### src/rtl/gpu_pkg.sv
// Shared GPU core definitions: sequencer state encoding and default widths.
package gpu_pkg;

  localparam int DEF_THREADS = 4;
  localparam int DEF_PAB     = 8;

  typedef enum logic [3:0] {
    CS_IDLE    = 4'd0,
    CS_FETCH   = 4'd1,
    CS_DECODE  = 4'd2,
    CS_ISSUE   = 4'd3,
    CS_REQUEST = 4'd4,
    CS_WAIT    = 4'd5,
    CS_EXECUTE = 4'd6,
    CS_UPDATE  = 4'd7,
    CS_DONE    = 4'd8
  } core_state_t;

endpackage

### src/rtl/thread_pc_select.sv
// Picks the block PC from the lowest-index enabled thread and flags any
// enabled thread that disagrees with it.
module thread_pc_select #(
  parameter int THREADS  = 4,
  parameter int PAB      = 8,
  parameter bit CHECK_EN = 1'b1
) (
  input  logic [THREADS-1:0]     thread_enable,
  input  logic [THREADS*PAB-1:0] next_pc,
  output logic [PAB-1:0]         sel_pc,
  output logic                   mismatch
);

  // Descending scan so the lowest enabled index is the last (winning) write.
  always_comb begin
    sel_pc = '0;
    for (int i = THREADS - 1; i >= 0; i--)
      if (thread_enable[i]) sel_pc = next_pc[i*PAB +: PAB];
  end

  generate
    if (CHECK_EN) begin : g_chk
      always_comb begin
        mismatch = 1'b0;
        for (int i = 0; i < THREADS; i++)
          if (thread_enable[i] && (next_pc[i*PAB +: PAB] != sel_pc)) mismatch = 1'b1;
      end
    end else begin : g_nochk
      assign mismatch = 1'b0;
    end
  endgenerate

endmodule

### src/rtl/core_sequencer.sv
// Per-core control FSM stepping FETCH..UPDATE and owning the shared block PC.
// Optional divergence flag built only with CORE_SEQ_DIVERGENCE_CHECK_EN defined.
module core_sequencer
  import gpu_pkg::*;
#(
  parameter int THREADS_PER_BLOCK = DEF_THREADS,
  parameter int PROGRAM_ADDR_BITS = DEF_PAB
) (
  input  logic                                       clk,
  input  logic                                       reset,
  input  logic                                       start,
  input  logic [THREADS_PER_BLOCK-1:0]               thread_enable,
  input  logic                                       instruction_valid,
  input  logic                                       decoded_mem_read_enable,
  input  logic                                       decoded_mem_write_enable,
  input  logic                                       decoded_ret,
  input  logic [THREADS_PER_BLOCK-1:0]               lsu_busy,
  input  logic [THREADS_PER_BLOCK*PROGRAM_ADDR_BITS-1:0] next_pc,
  output logic [3:0]                                 core_state,
  output logic [PROGRAM_ADDR_BITS-1:0]               current_pc,
  output logic                                       fetch_req,
  output logic                                       done,
  output logic                                       diverged
);

`ifdef CORE_SEQ_DIVERGENCE_CHECK_EN
  localparam bit DIV_EN = 1'b1;
`else
  localparam bit DIV_EN = 1'b0;
`endif

  core_state_t                  state_q;
  logic [PROGRAM_ADDR_BITS-1:0] pc_q;
  logic                         done_q;
  logic [PROGRAM_ADDR_BITS-1:0] sel_pc;
  logic                         sel_mismatch;
  logic                         mem_op;
  logic                         lsu_pending;

  thread_pc_select #(
    .THREADS  (THREADS_PER_BLOCK),
    .PAB      (PROGRAM_ADDR_BITS),
    .CHECK_EN (DIV_EN)
  ) u_pc_sel (
    .thread_enable (thread_enable),
    .next_pc       (next_pc),
    .sel_pc        (sel_pc),
    .mismatch      (sel_mismatch)
  );

  assign mem_op      = decoded_mem_read_enable | decoded_mem_write_enable;
  assign lsu_pending = |(lsu_busy & thread_enable);

  always_ff @(posedge clk) begin
    if (reset) begin
      state_q <= CS_IDLE;
      pc_q    <= '0;
      done_q  <= 1'b0;
    end else begin
      case (state_q)
        CS_IDLE: if (start) begin
          if (|thread_enable) begin
            state_q <= CS_FETCH;
            pc_q    <= '0;
          end else begin
            state_q <= CS_DONE;
            done_q  <= 1'b1;
          end
        end
        CS_FETCH:   if (instruction_valid) state_q <= CS_DECODE;
        CS_DECODE:  state_q <= CS_ISSUE;
        CS_ISSUE:   state_q <= CS_REQUEST;
        CS_REQUEST: state_q <= CS_WAIT;
        CS_WAIT:    if (!mem_op || !lsu_pending) state_q <= CS_EXECUTE;
        CS_EXECUTE: state_q <= CS_UPDATE;
        CS_UPDATE: begin
          if (decoded_ret) begin
            state_q <= CS_DONE;
            done_q  <= 1'b1;
          end else begin
            state_q <= CS_FETCH;
            pc_q    <= sel_pc;
          end
        end
        CS_DONE:    done_q <= 1'b1;
        default:    state_q <= CS_IDLE;
      endcase
    end
  end

`ifdef CORE_SEQ_DIVERGENCE_CHECK_EN
  logic div_q;
  always_ff @(posedge clk) begin
    if (reset) div_q <= 1'b0;
    else if (state_q == CS_UPDATE && !decoded_ret && sel_mismatch) div_q <= 1'b1;
  end
  assign diverged = div_q;
`else
  logic unused_mismatch;
  assign unused_mismatch = sel_mismatch;
  assign diverged        = 1'b0;
`endif

  assign core_state = state_q;
  assign current_pc = pc_q;
  assign fetch_req  = (state_q == CS_FETCH);
  assign done       = done_q;

endmodule

### config.mk
export PLATFORM = sky130hd
export DESIGN_NAME = core_sequencer
export DESIGN_NICKNAME = d
export VERILOG_FILES = /design/src/rtl/gpu_pkg.sv /design/src/rtl/thread_pc_select.sv /design/src/rtl/core_sequencer.sv
export SDC_FILE = /design/constraint.sdc
export NUM_CORES = 1
export LEC_CHECK = 0
export ABC_CLOCK_PERIOD_IN_PS = 1880
export CELL_PAD_IN_SITES_DETAIL_PLACEMENT = 1
export CELL_PAD_IN_SITES_GLOBAL_PLACEMENT = 2
export CORE_MARGIN = 4
export CORE_UTILIZATION = 21
export DETAILED_ROUTE_END_ITERATION = 10
export GPL_TIMING_DRIVEN = 0
export PLACE_DENSITY = 0.86
export SLEW_MARGIN = 20
export SYNTH_ARGS = -nofsm -noshare
export SYNTH_HDL_FRONTEND = slang
export SYNTH_SLANG_ARGS = --single-unit
### constraint.sdc
create_clock -name clk -period 1.88 [get_ports clk]
set_input_delay 0.188 -clock clk [delete_from_list [all_inputs] [get_ports clk]]
set_output_delay 0.188 -clock clk [all_outputs]
set_load 0.01 [all_outputs]
; ---- Word level (Yosys, flattened, before mapping)
; Index checks and enable logic that the tools add are counted.
[word_totals]
reg_bits = 13
in_bits = 47
output_inout_bits = 15
[classes]
n_eq_ne = 15
n_mux = 18
n_bitwise = 3
n_reduce_logical = 11
[ops]
columns = operator, n
row1 = two-way mux 8 bit, 7
row2 = case mux 4 bit (9 select lines), 1
row3 = two-way mux 4 bit, 5
row4 = "== test 4 x 3 -> 1 bit, second input constant", 4
row5 = case mux 8 bit (2 select lines), 1
row6 = "inequality test 2 bit, second input constant", 7
row7 = AND reduction 4 bit, 3
row8 = "== test 4 x 2 -> 1 bit, second input constant", 2
row9 = OR reduction 4 bit, 2
row10 = AND 4 bit, 1
row11 = "== test 4 x 1 -> 1 bit, second input constant", 1
row12 = "== test 4 bit, second input constant", 1
row13 = logical NOT 4 bit, 1
row14 = two-way mux 1 bit, 3
row15 = case mux 1 bit (3 select lines), 1
row16 = nonzero test 3 bit, 1
row17 = logical NOT 1 bit, 2
row18 = nonzero test 2 bit, 1
row19 = logical OR 1 bit, 1
row20 = inverter 1 bit, 1
row21 = OR 1 bit, 1

; ---- Logic depth before layout (Yosys ltp)
[depth]
word_depth = 6
mapped_depth = 6

; ---- Hierarchy
; A second synthesis with hierarchy kept.
[unflattened]
hier_cells = 115
hier_area_um2 = 882.1
[by_module_without_submodules]
columns = module, instances, cells_each, area_each_um2, seq_area_each_um2
row1 = core_sequencer, 1, 80, 659.4, 260.2
row2 = thread_pc_select, 1, 35, 222.7, 0.0

; ---- Least setup slack after synthesis
; OpenSTA, ideal clock, no wires.
[synth_timing]
path_kind = register to register
from = reg state_q[1], in the netlist core_state[1]
to = reg pc_q[0], in the netlist current_pc[0]
setup_ps = 72
arrival_time_ps = 1239
required_ps = 1808
setup_slack_ps = 569
stages_incl_launch_ff = 6
period_less_slack_ps = 1311
cell_sequence = dfxtp_1 buf_4 nor2_8 nand4bb_4 a21oi_4 mux2i_1
[synth_via]
elab_chain_cells = 3
elab_cells_between_ends = 8
classes_between = eq/ne (4) / mux (1) / reduce/logical (3)
[synth_lines]
columns = element, line
row1 = from (decl), core_sequencer.sv:32  ; core_state_t state_q;
row2 = from (signal assigned), core_sequencer.sv:56  ; state_q <= CS_IDLE;
row3 = from (signal assigned), core_sequencer.sv:63  ; state_q <= CS_FETCH;
row4 = from (signal assigned), core_sequencer.sv:66  ; state_q <= CS_DONE;
row5 = == test 4 x 3 -> 1 bit / logical NOT 4 bit (equally long branches), core_sequencer.sv:60  ; case (state_q)
row6 = inequality test 2 bit (no line) / nonzero test 2 bit (equally long branches), -
row7 = AND reduction 4 bit (no line), -
row8 = to (signal assigned), core_sequencer.sv:82  ; pc_q <= sel_pc;
row9 = to (decl), core_sequencer.sv:33  ; logic [PROGRAM_ADDR_BITS-1:0] pc_q;
; Parallel ways exist; a longest one is shown, timed or not.
; A chain may end at the register's enable or synchronous reset.

; ---- Worst setup path in the final report
[layout_timing]
from = in thread_enable[0]
to = reg pc_q[6], in the netlist current_pc[6]
[layout_via]
elab_chain_cells = 3
elab_cells_between_ends = 6
classes_between = eq/ne (1) / mux (3) / reduce/logical (2)
[layout_lines]
columns = element, line
row1 = from (decl), core_sequencer.sv:12  ; input logic [THREADS_PER_BLOCK-1:0] thread_enable,
row2 = OR reduction 4 bit / two-way mux 8 bit (equally long branches), "core_sequencer.sv:62, thread_pc_select.sv:18"
row3 = inequality test 2 bit (no line) / two-way mux 8 bit (equally long branches), -
row4 = AND reduction 4 bit (no line) / case mux 8 bit (2 select lines) (equally long branches), -
; Parallel ways exist; a longest one is shown, timed or not. The select of a mux whose other input is x is not followed.

==> flow_summary_export.csv <==
group,metric,value,unit
status,status,"finished, final reports clean",
grt,grt_usage,0.116,
grt,grt_max_degree,11,
detailed_routing,drcViolationCount,0,
pwr,power_density,688,nW/um^2
final_layout,num-nets-final,215,
critical_path,start_kind,"primary input",
sta,setup-tns-final,0,ps
pwr,switching_share,0.328,
pwr,internal-power,0.000783,W
critical_path,cp_max_fo,10,
detailed_routing,firstDrtPassIters,4,
clock_network,cts-buffers-inserted,3,
critical_path,rrSetupSlack,390,ps
grt,first_global_vias,1195,
sta,finalCritPeriodShare,0.833,
pwr,sequentialPowerShare,0.275,
floorplan,die_w,76.2,um
yosys,synth_area_leader_cell,"dfxtp_1",
floorplan,fp.coreArea,4410,sq um
grt,grt_pass1_wl,5.68,mm
pwr,cellLeakagePower,0.584,nW
floorplan,die_h,76.2,um
yosys,synth_enable_flop_cells,0,
detailed_routing,routed_via_density,4.76,
placement,io_buffers,60,
sta,rsz0062_at_grt,"false",
sta,setup_viol,0,
final_layout,syn_to_final_growth,73.2,%
yosys,yosys_warnings,0,
detailed_routing,drtAntennaViolNets,0,
floorplan,ios,62,
yosys,postSynthAreaPerCell,9.49,sq um
yosys,synth.distinct_cells,38,
pwr,p_comb_frac,0.513,
yosys,synth_area_leaders,"dfxtp_1 (27%), nand2b_1 (11%), a221o_1 (8.2%)",
sta,slew_viol_final,0,
clock_network,cts.sinks,13,
critical_path,worst_ep_arrival_time,1730,ps
floorplan,die-area,5810,sq um
final_layout,fill_cells,503,
critical_path,criticalPathCategory,"in -> reg",
yosys,synthCells,103,
yosys,yosysSeqAreaShare,0.266,
sta,finalHoldViolations,0,
clock_network,cts_tree,"built",
detailed_routing,drt_iter0_markers,45,
worst_hold_path,hp-start,"current_pc[0]$_SDFFE_PP0P_",
pwr,ir_drop,0.217,mV
grt,grt-ovfl-total,0,
worst_hold_path,hp-class,"reg -> reg",
final_layout,final_area,1690,sq um
yosys,synthesis.area,977,sq um
grt,antenna_found_initial,0,
detailed_routing,wl_per_cell,15.5,um
sta,fmax,0.639,GHz
final_layout,drive_gt1_frac,0.114,
detailed_routing,routed_wl,3.40,mm
pwr,pwr-share-clk,0.211,
critical_path,crit_start,"thread_enable[0]",
placement,place_area,1640,sq um
critical_path,crit_required,2050,ps
pwr,power,0.00116,W
critical_path,end_kind,"flip-flop",
run,drv_cap,0,
clock_network,root_buffer,"clkbuf_8",
sta,fin_crit,1570,ps
pwr,p_sw,0.000382,W
clock_network,worstSkewPairLatency,240,ps
sta,skew,2.56,ps
clock_network,post_cts_buffers,0,
yosys,synth_top_area_share,0.266,
yosys,synth-seq-cells,13,
critical_path,reg2reg_from,"core_state[0]$_SDFFE_PP0P_",
clock_network,cts_max_path_buffers,2,
yosys,ys_async_sr_fraction,0,
floorplan,rows,24,
detailed_routing,route.vias.total,1042,
yosys,synth_ff_type,"dfxtp_1",
clock_network,path_clk_slew,60,ps
floorplan,start_util,0.221,
clock_network,htreeDepth,1,
final_layout,antenna_cells,0,
placement,finalWeightedCongestion,0.831,
yosys,synth_fp_nets,150,
-- through the flow --
| stage | worst slack, ps | hold WS [ps] | util | std cells |
|---|---|---|---|---|
| finish | 314 | 478 | 0.384 | 219 |
| global route | 181 | 518 | 0.384 | 219 |
| CTS | 36.3 | 485 | 0.383 | 219 |
| detailed placement | 37.4 | 472 | 0.372 | 215 |
| global placement | 120 | 461 | 0.372 | 215 |
| floorplan | 569 | 368 | - | 103 |
-- power groups by stage --
stage               Clock, W  Sequential [W]  Combinational (W)
finish              0.000246        0.000321           0.000598
global route        0.000267        0.000325           0.000647
CTS                 0.000253        0.000322           0.000607
detailed placement         0        0.000326           0.000602
global placement           0        0.000323           0.000584
floorplan                  0        0.000334           0.000359
-- path summary, 6_finish.rpt --
kind                                                   end  depth (start not counted)
worst max register to register  current_pc[6]$_SDFFE_PP0P_                          5
worst min register to register  current_pc[0]$_SDFFE_PP0P_                          2
worst max-delay path            current_pc[6]$_SDFFE_PP0P_                          6
worst min-delay path            current_pc[0]$_SDFFE_PP0P_                          2
-- kinds of logic after synthesis --
family	Yosys count	synth area share
compound gates	29	0.262
mux	8	0.0819
buf+inv	12	0.0730
simple gates	38	0.295
other cells	1	0.00384
flops	13	0.266
xor+xnor	2	0.0179
-- cell usage in the layout (no fill, tap or decap), types with 2 or more instances in the layout --
cell type,netlist,layout
clkdlybuf4s50_1,0,59
nand2b_1,17,17
dfxtp_1,13,13
a221o_1,8,8
o2111ai_1,8,8
mux2i_1,8,8
buf_4,4,5
nor2b_1,3,3
a21oi_1,3,3
clkbuf_8,0,3
clkbuf_1,1,2
buf_1,2,2
o22ai_1,2,2
xnor2_1,2,2
a22oi_1,2,2
nor2_1,2,2
nand2_1,2,2
a221oi_1,2,2
or2b_1,2,2
-- Yosys cell counts, types with 2 or more instances --
cell type,instances
or2b_1,2
mux2i_1,8
buf_2,2
a21oi_1,3
a221oi_1,2
buf_1,2
nand2_1,2
a221o_1,8
o22ai_1,2
o2111ai_1,8
nor2b_1,3
dfxtp_1,13
a22oi_1,2
nor2_1,2
xnor2_1,2
nand2b_1,17
buf_4,4
-- cell type report --
class / count / area [sq um] / share of cell area
Multi-Input combinational cell: 78 / 646 / 0.381
Timing Repair Buffer: 60 / 603 / 0.356
Sequential cell: 13 / 260 / 0.154
Buffer: 11 / 70.1 / 0.0414
Tap cell: 52 / 65.1 / 0.0384
Clock buffer: 4 / 45.0 / 0.0266
Inverter: 1 / 3.75 / 0.00222
-- state kept, by name, indices dropped and copies added (netlist names) --
name        count
done            1
core_state      4
current_pc      8
-- layer usage --
layer  up-vias  wire length, um  track usage
met5         -                0            0
met4         0               94       0.0559
met3         8              159       0.0213
met2        35             1700        0.196
met1       474             1450        0.141
li1        525                -            -
-- worst max-delay path, stage by stage --
cell,delay [ps]
clkdlybuf4s50_1,510
clkbuf_2,240
nand2b_1,130
buf_1,300
o2111ai_1,180
mux2i_1,180
-- repair_timing --
item	CTS	global route
hold buffers	0	0
setup endpoints to repair	1	1
resized for setup	1	1
cloned	0	0
Power figures use the tool's default switching activity.
==> RTL edit (config.mk and constraints unchanged) <==
Change the package constant `DEF_THREADS` from 4 to 5.
--- a/src/rtl/gpu_pkg.sv
+++ b/src/rtl/gpu_pkg.sv
@@ -3,3 +3,3 @@
 
-  localparam int DEF_THREADS = 4;
+  localparam int DEF_THREADS = 5;
   localparam int DEF_PAB     = 8;
Interface: changed (resized lsu_busy, next_pc and thread_enable); port bits go from 62 to 72. The function was not compared with the original's and may differ.
==> RTL edit against the original RTL <==
- sequential cell count unchanged
- design area rose by 15%
- count of clock-buffer cells in the layout unchanged
- setup slack worse by 0.22 ns
- wire length grew 23%
- power increased by 17%
- synthesized cell count up 45%
- synthesized area up 15%
- critical path type unchanged
- critical endpoint is now core_state[0]$_SDFFE_PP0P_
- largest power group unchanged
==> RTL edit: results <==
[status]
run_status = completed

[routing]
met3RoutedLength_um = 303
wl_met1_mm = 1.85
post_drt_wl_per_cell_um = 14.4
vias = 1360
avgViaCountPerCell = 4.67

[setup_path]
cp.arrival_ns = 1.92
worst_r2r_endpoint = current_pc[0]$_SDFFE_PP0P_
worst_setup_path_endpoint = core_state[0]$_SDFFE_PP0P_
slowest_delay_ns = 0.64
path_max_fanout = 5
critPathTopFamily = simple AND/OR/NAND/NOR gates

[synthesis]
synth_sequential_area_ratio_pct = 23.2
postSynthNetCount = 206
post_synth.cell_area_avg_um2 = 7.52
yosys-mux-area-fraction_pct = 3.69
synth_compound_area_share_pct = 36.5

[clock_tree]
cts_repair_resize_count = 0

[cells_and_area]
layout.clock.cell_area_share_pct = 2.31
nNetsFinal = 279
nNonClkInverters = 16
multi_input_area_um2 = 744
relative_area_of_non_clock_buffer_cells_in_the_final_design_pct = 38.7
multi_input_gates = 107
seq_area_share_pct = 13.3

[global_route]
globalRouteMet3Util_pct = 2.88
globalRouteMet1Util_pct = 17.1
grtUsageTotal_pct = 12.7
first_pass_grt_wire_length_mm = 6.49

[power]
sw_frac_of_total_pct = 36.8

[placed_design]
quantity_of_i_o_buffers_inserted_on_ports = 68
dp.cells = 287
finalWeightedCongestion = 0.738
dp_worst_setup_slack_ns = -0.237

[timing]
clock_tree_skew_after_final_layout_ns = 0.000581

[worst_hold_path]
min_delay_worst_endpoint = done$_SDFFE_PP0P_
==> RTL edit: changes by cell type after synthesis, moves of 6 or more <==
cell | unedited run | this run
sky130_fd_sc_hd__nand2_1 | 2 | 18
sky130_fd_sc_hd__a221o_1 | 8 | 0
sky130_fd_sc_hd__a221oi_1 | 2 | 8
sky130_fd_sc_hd__a21oi_1 | 3 | 12
sky130_fd_sc_hd__o221ai_1 | 0 | 6
sky130_fd_sc_hd__inv_1 | 1 | 16
sky130_fd_sc_hd__o2111ai_1 | 8 | 0
sky130_fd_sc_hd__nand2b_1 | 17 | 4
==> RTL edit: kinds of logic (layout without fill, tap and decap cells) <==
logic type | after synthesis | count (layout)
xor gates and xnor gates | 1 | 1
other | 1 | 1
buffers and inverters | 29 | 101
and+or+nand+nor | 51 | 51
muxes | 4 | 4
AOI/OAI and AO/OA | 50 | 50
DFF | 13 | 13
